**src/rtl/mem_req_arbiter_pkg.sv**
```systemverilog
// mem_req_arbiter_pkg: memory tag sizing and the request record shared by the LSQ, the arbiter and the data cache
package mem_req_arbiter_pkg;
  localparam int MEM_TAG_W = 4;
  localparam int MEM_TAGS = 16;
  localparam logic REQ_RD = 1'b0;
  localparam logic REQ_WR = 1'b1;
  typedef logic [MEM_TAG_W-1:0] tag_t;
  typedef struct packed {
    logic        rw;
    logic [31:0] addr;
    logic [31:0] data;
    tag_t        id;
  } mem_req_t;
endpackage

```
**src/rtl/mem_req_arbiter_tag_alloc.sv**
```systemverilog
// mem_req_arbiter_tag_alloc: busy vector, lowest-free tag encode and outstanding count
module mem_req_arbiter_tag_alloc
  import mem_req_arbiter_pkg::*;
#(
  parameter int MAX_OUT = 16
) (
  input  logic                clk,
  input  logic                rst,
  input  logic                alloc_i,
  input  logic                rel_i,
  input  tag_t                rel_tag_i,
  output tag_t                free_tag_o,
  output logic                tag_ok_o,
  output logic [4:0]          count_o,
  output logic [MEM_TAGS-1:0] busy_o
);
  localparam logic [MEM_TAGS-1:0] MASK = MEM_TAGS'((17'd1 << MAX_OUT) - 17'd1);
  logic [MEM_TAGS-1:0] busy_q, busy_d;
  logic [4:0] cnt_q;
  assign tag_ok_o = |(MASK & ~busy_q);
  assign count_o = cnt_q;
  assign busy_o = busy_q;
  // lowest-numbered free tag among the allowed range, taken from the registered busy state
  always_comb begin
    free_tag_o = '0;
    for (int i = MEM_TAGS - 1; i >= 0; i--)
      if (MASK[i] && !busy_q[i]) free_tag_o = tag_t'(i);
  end
  // the released tag is always busy and the allocated one always free, so they never collide
  always_comb begin
    busy_d = busy_q;
    if (rel_i) busy_d[rel_tag_i] = 1'b0;
    if (alloc_i) busy_d[free_tag_o] = 1'b1;
  end
  // busy vector and count advance together
  always_ff @(posedge clk) begin
    if (rst) begin
      busy_q <= '0;
      cnt_q <= '0;
    end else begin
      busy_q <= busy_d;
      cnt_q <= cnt_q + 5'(alloc_i) - 5'(rel_i);
    end
  end
endmodule

```
**src/rtl/mem_req_arbiter.sv**
```systemverilog
// mem_req_arbiter: round-robin sharing of one tagged memory port between two requesters with id remapping
module mem_req_arbiter
  import mem_req_arbiter_pkg::*;
#(
  parameter int MAX_OUT = 16
) (
  input  logic        clk,
  input  logic        rst,
  input  logic        r0_valid_in,
  input  logic        r0_rw_in,
  input  logic [31:0] r0_addr_in,
  input  logic [31:0] r0_data_in,
  input  logic [3:0]  r0_id_in,
  output logic        r0_stall_out,
  output logic        r0_ready_out,
  output logic [31:0] r0_data_out,
  output logic [3:0]  r0_id_out,
  input  logic        r1_valid_in,
  input  logic        r1_rw_in,
  input  logic [31:0] r1_addr_in,
  input  logic [31:0] r1_data_in,
  input  logic [3:0]  r1_id_in,
  output logic        r1_stall_out,
  output logic        r1_ready_out,
  output logic [31:0] r1_data_out,
  output logic [3:0]  r1_id_out,
  output logic        mem_valid_out,
  output logic        mem_rw_out,
  output logic [31:0] mem_addr_out,
  output logic [31:0] mem_data_out,
  output logic [3:0]  mem_id_out,
  input  logic        mem_stall_in,
  input  logic        mem_ready_in,
  input  logic [3:0]  mem_id_in,
  input  logic [31:0] mem_data_in,
  output logic [4:0]  outstanding_out,
  output logic        err_out
);
  localparam logic [4:0] MAX_L = 5'(MAX_OUT);
  logic out_valid_q, prio_q, err_q;
  mem_req_t out_q;
  logic [MEM_TAGS-1:0] owner_q;
  tag_t oid_q [MEM_TAGS];
  logic r0_ready_q, r1_ready_q;
  logic [31:0] r0_data_q, r1_data_q;
  tag_t r0_id_q, r1_id_q;
  logic slot_ok, tag_ok, grant0, grant1, grant, rel, rel_own;
  tag_t free_tag;
  logic [MEM_TAGS-1:0] busy;
  assign slot_ok = !out_valid_q || !mem_stall_in;
  assign grant0 = slot_ok && tag_ok && r0_valid_in && (!r1_valid_in || !prio_q);
  assign grant1 = slot_ok && tag_ok && r1_valid_in && (!r0_valid_in || prio_q);
  assign grant = grant0 || grant1;
  assign rel = mem_ready_in && ({1'b0, mem_id_in} < MAX_L) && busy[mem_id_in];
  assign rel_own = owner_q[mem_id_in];
  assign r0_stall_out = r0_valid_in && !grant0;
  assign r1_stall_out = r1_valid_in && !grant1;
  assign r0_ready_out = r0_ready_q;
  assign r0_data_out = r0_data_q;
  assign r0_id_out = r0_id_q;
  assign r1_ready_out = r1_ready_q;
  assign r1_data_out = r1_data_q;
  assign r1_id_out = r1_id_q;
  assign mem_valid_out = out_valid_q;
  assign mem_rw_out = out_q.rw;
  assign mem_addr_out = out_q.addr;
  assign mem_data_out = out_q.data;
  assign mem_id_out = out_q.id;
  assign err_out = err_q;
  mem_req_arbiter_tag_alloc #(.MAX_OUT(MAX_OUT)) u_tag_alloc (
    .clk       (clk),
    .rst       (rst),
    .alloc_i   (grant),
    .rel_i     (rel),
    .rel_tag_i (mem_id_in),
    .free_tag_o(free_tag),
    .tag_ok_o  (tag_ok),
    .count_o   (outstanding_out),
    .busy_o    (busy)
  );
  // owner and original id of each tag; only meaningful while the tag is busy
  always_ff @(posedge clk) begin
    if (grant) begin
      owner_q[free_tag] <= grant1;
      oid_q[free_tag] <= grant0 ? r0_id_in : r1_id_in;
    end
  end
  // output register, round-robin pointer, response routing and sticky error
  always_ff @(posedge clk) begin
    if (rst) begin
      out_valid_q <= 1'b0;
      out_q <= '{rw: REQ_RD, default: '0};
      prio_q <= 1'b0;
      err_q <= 1'b0;
      r0_ready_q <= 1'b0;
      r1_ready_q <= 1'b0;
      r0_data_q <= '0;
      r1_data_q <= '0;
      r0_id_q <= '0;
      r1_id_q <= '0;
    end else begin
      if (grant) begin
        out_valid_q <= 1'b1;
        out_q <= grant0 ? {r0_rw_in, r0_addr_in, r0_data_in, free_tag} : {r1_rw_in, r1_addr_in, r1_data_in, free_tag};
        prio_q <= grant0;
      end else if (!mem_stall_in) out_valid_q <= 1'b0;
      r0_ready_q <= rel && !rel_own;
      r1_ready_q <= rel && rel_own;
      if (rel && !rel_own) begin
        r0_data_q <= mem_data_in;
        r0_id_q <= oid_q[mem_id_in];
      end
      if (rel && rel_own) begin
        r1_data_q <= mem_data_in;
        r1_id_q <= oid_q[mem_id_in];
      end
      if (mem_ready_in && !rel) err_q <= 1'b1;
    end
  end
endmodule
```
**config.mk**
```make
export PLATFORM = sky130hd
export DESIGN_NAME = mem_req_arbiter
export DESIGN_NICKNAME = d
export VERILOG_FILES = /design/src/rtl/mem_req_arbiter_pkg.sv /design/src/rtl/mem_req_arbiter_tag_alloc.sv /design/src/rtl/mem_req_arbiter.sv
export SDC_FILE = /design/constraint.sdc
export NUM_CORES = 1
export LEC_CHECK = 0
export BUFFER_PORTS_ARGS = -buffer_cell sky130_fd_sc_hd__buf_2
export CAP_MARGIN = 20
export CORE_UTILIZATION = 55
export CTS_CLUSTER_SIZE = 25
export DETAILED_ROUTE_END_ITERATION = 10
export PLACE_DENSITY_LB_ADDON = 0.3
export RECOVER_POWER = 100
export SETUP_SLACK_MARGIN = 0.05
export SLEW_MARGIN = 20
export SYNTH_ARGS = -nofsm -noshare
export SYNTH_HDL_FRONTEND = slang
export SYNTH_HIERARCHICAL = 1
export SYNTH_SLANG_ARGS = --single-unit
```
**constraint.sdc**
```tcl
create_clock -name clk -period 5.5 [get_ports clk]
set_input_delay 0.275 -clock clk [delete_from_list [all_inputs] [get_ports clk]]
set_output_delay 0.275 -clock clk [all_outputs]
set_load 0.005 [all_outputs]
```
==> results.ini, run 1 <==
[die]
design.core.area_um2 = 18900
die_area_um2 = 20000
num_rows = 50
num_io_pins = 332
die_h_um = 141
die_w_um = 141
start_util = 0.565

[setup_path]
path_buf_inv = 2
cp_data_required_time_ps = 5930
cp_cell_sequence = nand4_1, nor2_1, nand2_1, a21boi_0, nand3_2, inv_1, clkbuf_1, nand2_1, a311oi_1
worstPathArrival_ps = 4570
crit_fanout = 59
critical_path.startpoint_type = register
cp-end-kind = register
crit_slowest_cell = inv_1
r2r-start = u_tag_alloc/busy_o[5]
crit_type = register to register
cpMostUsedCell = nand2_1
cp_top_family = buffers and inverters
r2r_setup_slack_ps = 1350
rr_worst_depth = 9
slowest_delay_ps = 1320
r2r_end = mem_addr_out[25]

[yosys]
synth-adder-area-share = 0.00774
synth_top_family_by_area = simple AND/OR/NAND/NOR gates
avgSynthCellArea_um2 = 10.6
async_reset_ff_frac = 0
yosys.area_share.simple = 0.188
synth_seq_area_share = 0.538
yosysWarnings = 6
synth_edf_count = 80
yosysUniqueCellTypes = 51
netlist_instances = 1008
netlist_area_um2 = 10700
ys_ff_latch = 247
synthFlopType = dfxtp_1
synth-compound-area-share = 0.103
syn_nets = 1194
synth_xor_area_frac = 0.00328
synthMuxAreaShare = 0.121

[sta]
fin_crit_sh = 0.754
report.final.slew_viol_count = 125
period_needed_ps = 4150
worst_slew_pin_slew_ps = 1980
fmaxAchievable_mhz = 241
setup_viol = 0
setup_slack_ps = 1350
final.setup_skew_ps = 7.11
rsz0062_at_grt = false
slew-limit-headroom = -0.317
fin_tns_setup_ps = 0
hold_viol_final = 0

[detailed_routing]
ant_nets = 0
drt_wl_total_mm = 29.0
drtIter0Drc = 517
vias = 8762
drc_errors = 0
first_pass_iters = 5
wl_per_cell_um = 18.2
vias_per_cell = 5.49

[finish]
n_fill_cell = 1515
final_layout_size_suffix_gt1_frac = 0.212
area_growth_syn_to_layout_pct = 23.5
multi_input_area_um2 = 4510
most-common-layout-cells = buf_2, dfxtp_1, nand2_1
layout.cells.non_filler = 1596
final_common_cell = buf_2
regArea_um2 = 5750
final_net_count = 1502

[power_and_ir_drop]
switching_share = 0.252
power_frac_seq = 0.464
power.internal_w = 0.00331
peakVddDrop_mv = 0.211
pwr-share-clk = 0.400
power_frac_comb = 0.136
powerDensity_nw_per_um2 = 336
p_leak_nw = 5.21
switchingPower_w = 0.00111

[cts]
clockBufferDepth = 3
htreeDepth = 1
cts_sinks = 247
cts_made_buffers = 26
path_clk_slew_ps = 60
root_buffer = clkbuf_16
cts_tree = done
clk_latency_ps = 520

[global_route]
grt_pass1_wl_mm = 44.3
grt_overflow = 0
grt_pass1_vias = 8427
grt_usage = 0.281
grt_max_degree = 105
antenna_found_initial = 1

[placement]
gp_congestion = 0.890
io_buffers = 331
numPlacedInstances = 1538
pre_cts_ws_ps = 1840
dpl.hpwl_mm = 20.4

[hold_path]
hold_path_depth = 3
min_from = r1_addr_in[27]
hold_class = primary input to register
worstHoldEndpoint = mem_addr_out[27]

[flow_run]
cap_violations = 4

[outcome]
status = complete, but fails checks
violations = capacitance limit, slew limit

[sequential cells by signal, summed over array words and instances, names as in the netlist]
name,flops
oid_q,64
mem_addr_out,32
mem_data_out,32
r0_data_out,32
r1_data_out,32
owner_q,16
u_tag_alloc/busy_o,16
u_tag_alloc/count_o,5
mem_id_out,4
r0_id_out,4
r1_id_out,4
err_out,1
mem_rw_out,1
mem_valid_out,1
prio_q,1
r0_ready_out,1
r1_ready_out,1
[power by group through the flow]
stage | Clock (W) | Sequential, W | Combinational, W
detailed placement | 0 | 0.00209 | 0.000611
global placement | 0 | 0.00208 | 0.000599
floorplan | 0 | 0.00209 | 0.000362
finish | 0.00177 | 0.00205 | 0.000601
global route | 0.00187 | 0.00206 | 0.000664
CTS | 0.00180 | 0.00205 | 0.000620
[timing repair]
| action | 4_1_cts | 5_1_grt |
|---|---|---|
| hold buffers | 10 | 0 |
| hold endpoints to repair | 10 | 0 |
| buffers inserted | 0 | 0 |
| setup endpoints to repair | 0 | 0 |
| gates resized for setup | 0 | 0 |
[through the flow]
step / hold WS, ps / area [um^2] / util / power (W)
6_report: 13.2 / 13200 / 0.698 / 0.00442
5_1_grt: 9.85 / 13200 / 0.698 / 0.00460
4_1_cts: 0.252 / 13400 / 0.708 / 0.00447
3_5_place_dp: 437 / 12400 / 0.656 / 0.00270
3_3_place_gp: 431 / 12400 / 0.656 / 0.00268
2_1_floorplan: 342 / 10700 / - / 0.00245
[cell usage after synthesis (2+ instances only)]
cell type	instances	share of area
buf_6	4	0.0042
nand2_1	157	0.055
buf_12	2	0.0038
mux4_2	20	0.042
nand3_1	12	0.0056
nand2b_1	117	0.069
a21o_1	6	0.0042
nand4_1	8	0.0047
inv_1	17	0.0060
nor3_1	10	0.0047
dfxtp_1	167	0.31
a22o_1	2	0.0016
and4_1	2	0.0016
mux2i_1	80	0.075
nor2_1	91	0.032
buf_1	7	0.0025
a21oi_1	12	0.0056
nand3b_1	6	0.0042
o21ai_0	11	0.0052
a21boi_0	2	0.0014
o21ai_1	8	0.0038
o311ai_0	4	0.0033
nor2b_1	6	0.0035
ha_1	5	0.0059
clkbuf_1	47	0.017
and2_1	4	0.0023
buf_2	3	0.0014
o31ai_1	4	0.0028
a22oi_1	10	0.0070
edfxtp_1	80	0.23
xor2_1	3	0.0025
mux2_2	4	0.0042
o211ai_1	9	0.0063
inv_2	2	0.00070
buf_4	5	0.0035
a311oi_1	66	0.054
[worst reg2reg max path, delay by kind of cell (launching register included)]
family,cells,cell delay [ps]
buf+inv,2,2210
flops,1,390
compound gates,2,790
simple gates,5,660
[layer usage]
metal | GRT usage | vias up | wire length, um
met1 | 0.344 | 4125 | 11700
li1 | - | 4198 | -
met2 | 0.480 | 368 | 14100
met3 | 0.0712 | 71 | 2330
met5 | 0 | - | 0
met4 | 0.104 | 0 | 939
[kinds of logic after synthesis]
kind of cell / Yosys count
xor gates and xnor gates: 4
adders and majority gates: 6
muxes: 104
AOI/OAI and AO/OA: 140
buffers and inverters: 87
DFF: 247
and+or+nand+nor: 420
[layout make-up]
class / count / share of cell area
clock inverters: 13 / 0.00959
well taps: 260 / 0.0247
diodes: 1 / 0.000190
repair buffers: 348 / 0.125
multi-input cells: 674 / 0.342
clock buffers: 34 / 0.0572
inverters: 19 / 0.00541
flip-flops and latches: 247 / 0.436
[how the worst max path moves through the flow]
stage | endpoint | cells after the start | from | slack, ps
floorplan | u_tag_alloc/count_o[4] | 17 | mem_id_in[2] | 2690
global placement | u_tag_alloc/count_o[4] | 16 | mem_id_in[0] | 1920
detailed placement | u_tag_alloc/count_o[4] | 16 | mem_id_in[0] | 1840
CTS | r0_stall_out | 7 | u_tag_alloc/busy_o[5] | 1970
global route | mem_addr_out[21] | 9 | u_tag_alloc/busy_o[5] | 950
finish | mem_addr_out[25] | 9 | u_tag_alloc/busy_o[5] | 1350
(Power assumes the default switching activity.)
==> run 2: changes to the inputs <==
--- a/config.mk
+++ b/config.mk
@@ -5,9 +5,10 @@
 export SDC_FILE = /design/constraint.sdc
 export NUM_CORES = 1
 export LEC_CHECK = 0
+export ABC_AREA = 1
 export BUFFER_PORTS_ARGS = -buffer_cell sky130_fd_sc_hd__buf_2
 export CAP_MARGIN = 20
-export CORE_UTILIZATION = 55
+export CORE_UTILIZATION = 47
 export CTS_CLUSTER_SIZE = 25
 export DETAILED_ROUTE_END_ITERATION = 10
 export PLACE_DENSITY_LB_ADDON = 0.3
==> constraint.sdc (replaced) <==
create_clock -name clk -period 3.8 [get_ports clk]
set_input_delay 0.19 -clock clk [delete_from_list [all_inputs] [get_ports clk]]
set_output_delay 0.19 -clock clk [all_outputs]
set_load 0.005 [all_outputs]
==> results.ini, run 2 <==
[outcome]
status = complete, but fails checks
violations = capacitance limit, slew limit

[setup_path]
rr_worst_depth = 9
crit_fanout = 70
critical_path.startpoint_type = register
cp_data_required_time_ps = 4230
r2r_setup_slack_ps = 550
cp-end-kind = register
crit_type = register to register
worstPathArrival_ps = 3680

[global_route]
grt_overflow = 0
grt_max_degree = 143
antenna_found_initial = 8
grt_usage = 0.294
grt_pass1_vias = 11100
grt_pass1_wl_mm = 56.3

[cts]
root_buffer = clkbuf_16
cts_tree = done
path_clk_slew_ps = 70
cts_sinks = 247
clk_latency_ps = 540
cts_made_buffers = 27
clockBufferDepth = 3
htreeDepth = 1

[yosys]
synthFlopType = dfxtp_1
yosysWarnings = 6
synth_area_leaders = dfxtp_1, edfxtp_1, nand2_1
synth_top_cell_area_share = 0.306
yosysUniqueCellTypes = 39
synth_edf_count = 80
netlist_instances = 1383
synth_common_cells = nand2_1, nor2_1, dfxtp_1
syn_nets = 1569
yosys.area.top_type = dfxtp_1
async_reset_ff_frac = 0
synth_seq_area_share = 0.526
yosysMostFrequentCell = nand2_1
netlist_area_um2 = 10900
ys_ff_latch = 247
avgSynthCellArea_um2 = 7.89

[detailed_routing]
first_pass_iters = 7
drc_errors = 0
top_layer = met4
vias_per_cell = 5.29
vias = 11400
wl_per_cell_um = 16.9
met1_length_mm = 14.3
wl_met3_mm = 3.01
drtIter0Drc = 1004
drt_wl_total_mm = 36.3
dr_wl_met2_mm = 17.2
ant_nets = 0

[sta]
holdWs_ps = 116
worst_slew_pin_slew_ps = 1570
fin_crit_sh = 0.856
report.final.slew_viol_count = 37
setup_viol = 0
fmaxAchievable_mhz = 307
final.setup_skew_ps = 28.4
rsz0062_at_grt = false
fin_tns_setup_ps = 0
slew-limit-headroom = -0.0493
period_needed_ps = 3250
hold_viol_final = 0

[finish]
final_net_count = 2022
final_common_cell = nand2_1
max_flop_register = oid_q
most-common-layout-cells = nand2_1, buf_2, nor2_1
n_fill_cell = 1806
final_layout_size_suffix_gt1_frac = 0.160
area_growth_syn_to_layout_pct = 37.8
largest_reg_flops = 64

[power_and_ir_drop]
pwr-share-clk = 0.410
power_frac_comb = 0.171
power.internal_w = 0.00529
powerDensity_nw_per_um2 = 478
power_frac_seq = 0.419
switchingPower_w = 0.00190
p_leak_nw = 6.82
peakVddDrop_mv = 0.406
switching_share = 0.265

[hold_path]
hold_class = primary input to register
hold_path_depth = 2

[placement]
gp_congestion = 0.904
dpl.hpwl_mm = 21.2
io_buffers = 331

[die]
die_area_um2 = 23800
design.core.area_um2 = 22700
die_w_um = 154
die_h_um = 154
num_io_pins = 332
num_rows = 55
start_util = 0.481

[flow_run]
cap_violations = 2

## run 2: changes by cell type after synthesis, sizes merged, moves of 81 or more
cell    before  now
nand2      157  388
o21ai       19  100
nor2        91  205
inv         19  131
nand2b     117    0
nand3       12   95
## run 2: power by group through the flow
stage	logic [W]	clock network [W]	registers, W
final	0.00123	0.00295	0.00301
after global routing	0.00135	0.00309	0.00303
after floorplan	0.000599	0	0.00305
after global placement	0.000994	0	0.00305
after CTS	0.00121	0.00297	0.00300
after detailed placement	0.00102	0	0.00305
## run 2: cell type report
cell class | count | area [um^2] | share of cell area
inverters | 131 | 498 | 0.0331
clock buffers | 36 | 782 | 0.0520
multi-input cells | 924 | 4150 | 0.276
diodes | 8 | 20.0 | 0.00133
well taps | 285 | 357 | 0.0237
clock inverters | 14 | 229 | 0.0152
repair buffers | 505 | 3250 | 0.216
flip-flops and latches | 247 | 5750 | 0.382
## run 2: path summary, 6_finish.rpt
check | from | end
max | u_tag_alloc/busy_o[14] | mem_addr_out[4]
min | rst | u_tag_alloc/count_o[1]
max reg2reg | u_tag_alloc/busy_o[14] | mem_addr_out[4]
min reg2reg | err_out | err_out
## run 2: kinds of logic after synthesis
logic type,count (synthesis),synth area share
and+or+nand+nor,708,0.267
DFF,247,0.526
buffers and inverters,212,0.0868
AOI/OAI and AO/OA,208,0.110
adders and majority gates,6,0.00757
xor gates and xnor gates,2,0.00161
## run 2: what timing repair did
item	in CTS	in global routing
buffers inserted	0	0
gates resized for setup	0	0
hold buffers	163	0
endpoints found under the hold margin	104	0
## run 2: through the flow
| stage | utilization | std cells | cell area, um^2 | setup slack [ps] | power, W |
|---|---|---|---|---|---|
| after global routing | 0.662 | 2150 | 15000 | 364 | 0.00747 |
| after global placement | 0.554 | 1929 | 12600 | 1060 | 0.00404 |
| after detailed placement | 0.554 | 1929 | 12600 | 979 | 0.00407 |
| final | 0.662 | 2150 | 15000 | 545 | 0.00719 |
| after CTS | 0.671 | 2142 | 15200 | 886 | 0.00718 |
| after floorplan | - | 1383 | 10900 | 795 | 0.00365 |
## run 2: routing by layer
layer,GRT usage,vias to the layer above
li1,-,5392
met1,0.351,5243
met2,0.498,621
met3,0.0650,123
met4,0.154,0
met5,0,-
## run 2: worst max-delay path, stage by stage, from the launching register on
cell and delay, ps:
dfxtp_1 400, nand4_1 190, nor2_1 260, nand2_1 140
nand4_1 140, clkinv_1 90, clkbuf_2 780, nand2_1 450
a31oi_1 120, dlygate4sd3_1 580
==> run 3: changes to the inputs <==
--- a/config.mk
+++ b/config.mk
@@ -12,7 +12,7 @@
 export CTS_CLUSTER_SIZE = 25
 export DETAILED_ROUTE_END_ITERATION = 10
 export PLACE_DENSITY_LB_ADDON = 0.3
-export RECOVER_POWER = 100
+export RECOVER_POWER = 25
 export SETUP_SLACK_MARGIN = 0.05
 export SLEW_MARGIN = 20
 export SYNTH_ARGS = -nofsm -noshare
==> results.ini, run 3 (synthesis results as in run 2) <==
[outcome]
status = complete, no violations

[cts]
cts_sinks = 247
clockBufferDepth = 3
root_buffer = clkbuf_16
path_clk_slew_ps = 70
cts_tree = done
cts_made_buffers = 27
clk_latency_ps = 540
htreeDepth = 1

[hold_path]
min_from = rst
hold_class = primary input to register

[sta]
setup_viol = 0
fin_crit_sh = 0.812
report.final.slew_viol_count = 0
period_needed_ps = 3080
worst_slew_pin_slew_ps = 836
rsz0062_at_grt = false
fin_tns_setup_ps = 0
hold_viol_final = 0
fmaxAchievable_mhz = 324
final.setup_skew_ps = 30.5
slew-limit-headroom = 0.438

[setup_path]
cp_top_family = buffers and inverters
worstPathArrival_ps = 3550
cp_data_required_time_ps = 4270
critPathLaunch = u_tag_alloc/busy_o[0]
r2r-start = u_tag_alloc/busy_o[0]
cp_cell_sequence = nand4_1, nor2_1, nand2_1, nand4_1, buf_4, buf_4, nand2_1, a31oi_1, dlygate4sd3_1
cp-end-kind = register
crit_type = register to register
crit_slowest_cell = dlygate4sd3_1
critical_path.startpoint_type = register
crit_fanout = 48
slowest_delay_ps = 640
path_buf_inv = 3

[power_and_ir_drop]
peakVddDrop_mv = 0.407
powerDensity_nw_per_um2 = 476
p_leak_nw = 6.95

[detailed_routing]
ant_nets = 0
drt_wl_total_mm = 36.3
first_pass_iters = 8
wl_per_cell_um = 16.9
vias = 11400
drc_errors = 0
drtIter0Drc = 981
vias_per_cell = 5.29

[placement]
dpl.hpwl_mm = 21.2
gp_congestion = 0.904
io_buffers = 331

[die]
design.core.area_um2 = 22700
start_util = 0.481
die_h_um = 154
num_io_pins = 332
die_w_um = 154
num_rows = 55
die_area_um2 = 23800

[global_route]
grt_usage = 0.294
grt_overflow = 0
grt_pass1_vias = 11100
grt_pass1_wl_mm = 56.3
antenna_found_initial = 8
grt_max_degree = 143

[finish]
final_net_count = 2022
final_util = 0.667
largest_reg_flops = 64
area_growth_syn_to_layout_pct = 38.8
max_flop_register = oid_q
most-common-layout-cells = nand2_1, buf_2, nor2_1
final_common_cell = nand2_1
final_layout_size_suffix_gt1_frac = 0.182

[flow_run]
cap_violations = 0

-- run 3: changes by cell type in the layout (fill, tap and decap cells not counted), moves of 2 or more --
cell,before,now
nand2_4,2,5
nand2_1,385,381
buf_4,6,9
nor2_1,203,200
buf_2,222,249
a21oi_1,20,18
a21oi_2,3,5
clkbuf_1,113,84
nor2_2,1,3
-- run 3: metrics by stage --
step	hold WS [ps]	setup slack (ps)	instance area, um^2	total power [W]	instances
4_1_cts	102	886	15200	0.00718	2142
5_1_grt	135	595	15100	0.00749	2150
3_3_place_gp	428	1060	12600	0.00404	1929
2_1_floorplan	259	795	10900	0.00365	1383
6_report	127	716	15100	0.00721	2151
3_5_place_dp	435	979	12600	0.00407	1929
-- run 3: final timing paths --
check | endpoint | slack, ps | cells past startpoint
setup reg to reg | mem_data_out[19] | 720 | 9
setup / recovery | mem_data_out[19] | 720 | 9
hold reg to reg | err_out | 470 | 1
hold / removal | u_tag_alloc/count_o[1] | 130 | 2
-- run 3: routing by layer --
layer,routed length (um),track usage,part of all wire,vias to the layer above
met1,14100,0.351,0.39,5209
met2,17200,0.498,0.47,638
met5,0,0,0,-
met3,3170,0.0650,0.087,129
li1,-,-,-,5395
met4,1800,0.154,0.050,0
-- run 3: area by class of cell --
cell class	instances	area (um^2)
fill	1768	7560
sequential	247	5750
multi-input combinational	924	4220
timing repair buffer	505	3290
clock buffer	36	782
inverter	131	498
tap	285	357
clock inverter	14	229
antenna	9	22.5
-- run 3: timing repair --
item | 4_1_cts | 5_1_grt
hold buffers | 163 | 0
buffers inserted | 0 | 0
hold endpoints to repair | 104 | 0
gates resized for setup | 0 | 0
endpoints found under the setup margin | 0 | 0
-- run 3: power by group --
group	switching [W]	internal (W)
logic	0.000710	0.000537
clock network	0.00110	0.00186
registers	0.000107	0.00291
total	0.00191	0.00530
-- run 3: worst reg2reg max path: stages (launching register included) --
cell	delay, ps
dfxtp_1	540
nand4_1	250
nor2_1	150
nand2_1	100
nand4_1	150
buf_4	290
buf_4	500
nand2_1	170
a31oi_1	220
dlygate4sd3_1	640
